**src/rtl/handshake_constant_seq.sv**
```systemverilog
// Elastic constant source: each accepted control token emits entries from a
// compile-time table, one entry per token (step) or the whole table (burst).
module handshake_constant_seq #(
    parameter int                          DATA_WIDTH = 32,
    parameter int                          DEPTH      = 4,
    parameter logic [DEPTH*DATA_WIDTH-1:0] VALUES     = '0,
    parameter int                          MODE       = 0
) (
    input  logic                  clk,
    input  logic                  rst,
    input  logic                  ctrl_valid,
    output logic                  ctrl_ready,
    output logic [DATA_WIDTH-1:0] outs,
    output logic                  outs_valid,
    input  logic                  outs_ready,
    output logic                  outs_last
);
    localparam int               IDX_W    = (DEPTH > 1) ? $clog2(DEPTH) : 1;
    localparam logic [IDX_W-1:0] LAST_IDX = IDX_W'(DEPTH - 1);

    typedef enum logic {
        IDLE,
        BURST
    } state_t;

    state_t                  state;
    logic [IDX_W-1:0]        idx;
    logic                    load_en;
    logic                    produce;
    logic [IDX_W-1:0]        sel_idx;
    logic [IDX_W-1:0]        next_idx;
    logic                    sel_last;
    logic [DATA_WIDTH-1:0]   entry;

    always_comb begin
        load_en    = !outs_valid || outs_ready;
        ctrl_ready = 1'b0;
        produce    = 1'b0;
        sel_idx    = idx;
        if (MODE == 0) begin
            ctrl_ready = rst && load_en;
            produce    = ctrl_valid && ctrl_ready;
        end else if (state == IDLE) begin
            // A burst always starts at entry 0, whatever idx holds.
            ctrl_ready = rst && load_en;
            produce    = ctrl_valid && ctrl_ready;
            sel_idx    = '0;
        end else begin
            produce    = load_en;
        end
        sel_last = (sel_idx == LAST_IDX);
        next_idx = sel_last ? '0 : sel_idx + 1'b1;
        entry    = VALUES[DATA_WIDTH*int'(sel_idx) +: DATA_WIDTH];
    end

    always_ff @(posedge clk or negedge rst) begin
        if (!rst) begin
            state      <= IDLE;
            idx        <= '0;
            outs       <= '0;
            outs_valid <= 1'b0;
            outs_last  <= 1'b0;
        end else begin
            if (load_en) begin
                outs_valid <= produce;
                if (produce) begin
                    outs      <= entry;
                    outs_last <= sel_last;
                end
            end
            if (produce) begin
                idx <= next_idx;
                // Burst mode leaves IDLE unless the entry just loaded ends the table.
                state <= (MODE != 0 && !sel_last) ? BURST : IDLE;
            end
        end
    end
endmodule

```
**config.mk**
```make
export PLATFORM = sky130hd
export DESIGN_NAME = handshake_constant_seq
export DESIGN_NICKNAME = d
export VERILOG_FILES = /design/src/rtl/handshake_constant_seq.sv
export SDC_FILE = /design/constraint.sdc
export NUM_CORES = 1
export LEC_CHECK = 0
export CAP_MARGIN = 0
export CELL_PAD_IN_SITES_DETAIL_PLACEMENT = 0
export CELL_PAD_IN_SITES_GLOBAL_PLACEMENT = 2
export CORE_MARGIN = 4
export CORE_UTILIZATION = 15
export DETAILED_ROUTE_END_ITERATION = 10
export PLACE_DENSITY_LB_ADDON = 0.1
export SKIP_CTS_REPAIR_TIMING = 1
export SYNTH_ARGS = -nofsm -noshare
export SYNTH_HDL_FRONTEND = slang
export SYNTH_SLANG_ARGS = --single-unit
export TNS_END_PERCENT = 100
```
**constraint.sdc**
```tcl
create_clock -name clk -period 1.4 [get_ports clk]
set_input_delay 0.28 -clock clk [delete_from_list [all_inputs] [get_ports clk]]
set_output_delay 0.28 -clock clk [all_outputs]
set_load 0.01 [all_outputs]
```
### Yosys cells after proc, flatten, opt, wreduce, memory -nomap -nowiden

Index checks and enable logic that the tools add are counted.

| word-level totals | value |
|---|---|
| output and inout bits | 35 |
| flip-flop bits (word level) | 36 |

| cells by class | value |
|---|---|
| shifts and indexed selects | 1 |
| equality and inequality tests | 1 |
| mux-type cells | 1 |
| reduce and logical (&&, ||, !) cells | 5 |
| add/subtract/negate cells | 1 |

Operators with widths:

| cell | count |
|---|---|
| 128-bit by 8-bit variable part select with 32-bit output, first input constant | 1 |
| 2-bit by 1-bit adder with 2-bit output, second input constant | 1 |
| 2-bit equality test, second input constant | 1 |
| 1-bit logical AND | 2 |
| 2-bit two-way mux | 1 |
| 2-bit AND reduction | 1 |
| 1-bit logical NOT | 1 |
| 1-bit logical OR | 1 |

### Longest topological paths before layout

Gate-level depths: netlist of run 1.

| logic depth | value |
|---|---|
| word-level depth | 5 |
| mapped depth | 3 |
| mapped depth without buffers | 3 |

### Worst setup path before layout of run 1

OpenSTA, ideal clock, no wires.

| path | value |
|---|---|
| kind | flip-flop to flip-flop |
| start point | register outs_valid |
| end point | register idx[0] |
| setup slack | 0.293 ns |
| path buffers | 0 |
| required time | 1.275 ns |
| data arrival time | 0.982 ns |
| stages on the path, launching flop included | 4 |
| cell sequence | dfrtp_1 nand2b_4 nor2b_4 mux2_4 |

| on the way | value |
|---|---|
| longest elaborated chain between the ends | 4 |

RTL lines:

| element | RTL line | text |
|---|---|---|
| start, declared | 14 | `output logic outs_valid,` |
| start signal, assigned | 65 | `outs_valid <= produce;` |
| 1-bit logical NOT | 36 | `load_en = !outs_valid \|\| outs_ready;` |
| 1-bit logical OR | 36 |  |
| 1-bit logical AND (2 in a row) | - |  |
| end signal, assigned | 72 | `idx <= next_idx;` |
| end, declared | 27 | `logic [IDX_W-1:0] idx;` |

Every way passes these cells.
A chain may end at the register's enable or synchronous reset.

### Worst setup path in the final report of run 1

| path | value |
|---|---|
| start point | input outs_ready |
| end point | output ctrl_ready |

| on the way | value |
|---|---|
| longest elaborated chain between the ends | 2 |

RTL lines:

| element | RTL line | text |
|---|---|---|
| start, declared | 15 | `input logic outs_ready,` |
| 1-bit logical OR | 36 |  |
| 1-bit logical AND | - |  |
| end, declared | 12 | `output logic ctrl_ready,` |

Every way passes these cells.

==> flow_summary.toml, run 1 <==
[drt]
drt_first_pass_iters = 1
route.met3.wl_um = 96
routed-via-count = 218
wl_per_cell_um = 7.568
finalWirelength_um = 666
wirelength_met1_um = 245
postRouteAntennaNets = 0
drc = 0
wl_met2_um = 301
post_drt_via_cell_ratio = 2.477
top_layer = "met4"
drt_iter0_markers = 0

[outcome]
status = "finished clean"

[placed_design]
dpl.cell_count = 85
gp_congestion = 0.5739
io_buffer_count = 6
place_hpwl_um = 545.6
placed_cell_area_um2 = 440.4
place_ws_ns = -0.3729

[logic_synthesis]
ys_seq_elements = 4
netlist_area_um2 = 450.4
ys.flop_type = "dfrtp_1"
synth.most_common_cell = "buf_4"
ys_warn_count = 0
synth_area_leaders = "buf_4 (53%), dfrtp_1 (22%), mux2_4 (10%)"
synth_top_area_cell = "buf_4"
synth.yosys.seq_area_share_pct = 22.22
synthArstFlopShare_pct = 100.0
syn_inst = 47
synth_top_cell_area_share_pct = 53.33
syn_avg_cell_area_um2 = 9.584
netlist-cell-type-count = 11
synthTopCellsByCount = "buf_4 (32), dfrtp_1 (4), mux2_4 (3)"
synth-edff-count = 0

[timing]
max_freq_ghz = 0.7154
final.setup.tns_ns = 0
finClkSkew_ns = 0.002321
rsz0062_at_grt = "true"
final_max_slew_viol_count = 0
min_period_ns = 1.398
finalSetupViolCount = 0
setup_ws_ns = 0.002160
hold_violations = 0
fin_crit_sh_pct = 99.85

[floorplanning]
fp.dieH_um = 62.80
ioPinCount = 39
initial_core_util_pct = 16.06
core_mm2 = 0.002805
rows = 19
fp.dieW_um = 62.80
die-area_mm2 = 0.003944

[finish]
final_layout_size_suffix_gt1_share_pct = 22.81
fin_nets = 64
final_cells = 88
insertedDiodeCount = 0
design_area_um2 = 466.7
fill_cells = 323
area_growth_syn_to_layout_pct = 3.611

[setup_path]
startpoint_type = "input port"
critPathKind = "input port to primary output"
crit_required_ns = 1.12
crit_arrival_ns = 1.12
worstPathMaxFanout = 2
end_kind = "primary output"

[grt]
grt_max_degree = 6
grt_util_all_layers_pct = 3.033
antenna_found_initial = 0
grt_pass1_vias = 169
grt_overflow_total = 0
grt_pass1_wl_um = 759

[clocking]
cts_buffers = 3
cts_root_buf = "clkbuf_4"
clk_pin_slew_ns = 0.04
cts_tree = "yes"
clockBufferDepth = 2
clk_latency_ns = 0.24
ctsHtreeMaxLevel = 1
cts_num_sinks = 4

[job]
max-cap-violations = 0

[power_and_ir_drop]
ir_drop_uv = 182.4
p_leak_nw = 0.2859
powerDensity_mw_per_mm2 = 1190

[hold_path]
hp-class = "input port to async pin"
## cells by family (layout without fill, tap and decap cells)
| family | after synthesis | in the layout | synth area share [%] |
|---|---|---|---|
| flip-flops | 4 | 4 | 22.22 |
| adder cells (fa/ha/maj) | 1 | 1 | 2.777 |
| other | 1 | 32 | 0.8325 |
| AND/OR/NAND/NOR | 6 | 6 | 10.83 |
| buffers and inverters | 32 | 11 | 53.33 |
| multiplexers | 3 | 3 | 9.999 |
## flip-flops by register name (all words and copies together), names as in the netlist
signal,flops
idx,2
outs_last,1
outs_valid,1
## stage by stage
stage,hold slack [ns],utilization [%],power [mW]
2_1_floorplan,-0.01559,-,0.4083
3_3_place_gp,0.5070,15.70,0.4123
3_5_place_dp,0.5084,15.70,0.4168
4_1_cts,0.3349,16.50,0.5752
5_1_grt,0.3582,16.64,0.6008
6_report,0.3429,16.64,0.5555
## placed cells by master, fill, tap and decap left out, types with 2 or more instances in the layout
master,n
conb_1,32
dlymetal6s2s_1,2
clkbuf_4,3
dfrtp_1,4
mux2_4,3
clkdlybuf4s50_1,3
## path summary, 6_finish.rpt
path,start,to,slack [ns],cells after the start
setup / recovery,outs_ready,ctrl_ready,0.002,4
setup reg to reg,outs_valid$_DFFE_PN0P_,idx[1]$_DFFE_PN0P_,0.20,4
hold / removal,rst,idx[0]$_DFFE_PN0P_,0.34,2
max in group asynchronous,rst,idx[1]$_DFFE_PN0P_,0.96,2
min in group clk,outs_last$_DFFE_PN0P_,outs_last$_DFFE_PN0P_,0.51,1
hold reg to reg,outs_last$_DFFE_PN0P_,outs_last$_DFFE_PN0P_,0.51,1
## report_power, final
group	switching (mW)	internal, mW
Sequential	0.0301	0.160
Clock	0.0526	0.0963
Combinational	0.0962	0.120
Total	0.179	0.377
## layout make-up
cell class,count,area [um^2],share of cell area (%)
clock buffers,3,22.52,4.826
multi-input cells,42,226.5,48.53
repair buffers,8,78.83,16.89
flip-flops and latches,4,100.1,21.45
well taps,31,38.79,8.311
## critical path, cell delays in order
cell             delay [ns]
clkdlybuf4s50_1        0.40
nand2b_4               0.14
and2_2                 0.18
clkbuf_2               0.12
## per-layer routing
layer	up-vias	GRT usage (%)
li1	100	-
met1	95	3.122
met2	19	3.063
met3	4	1.978
met4	0	4.959
met5	-	0
Power figures use the tool's default switching activity.
==> run 2: changes to the inputs <==
--- a/config.mk
+++ b/config.mk
@@ -5,6 +5,7 @@
 export SDC_FILE = /design/constraint.sdc
 export NUM_CORES = 1
 export LEC_CHECK = 0
+export ABC_CLOCK_PERIOD_IN_PS = 1400
 export CAP_MARGIN = 0
 export CELL_PAD_IN_SITES_DETAIL_PLACEMENT = 0
 export CELL_PAD_IN_SITES_GLOBAL_PLACEMENT = 2
==> results of run 2 <==
No change in the layout: final DEF, timing and power equal those of run 1.
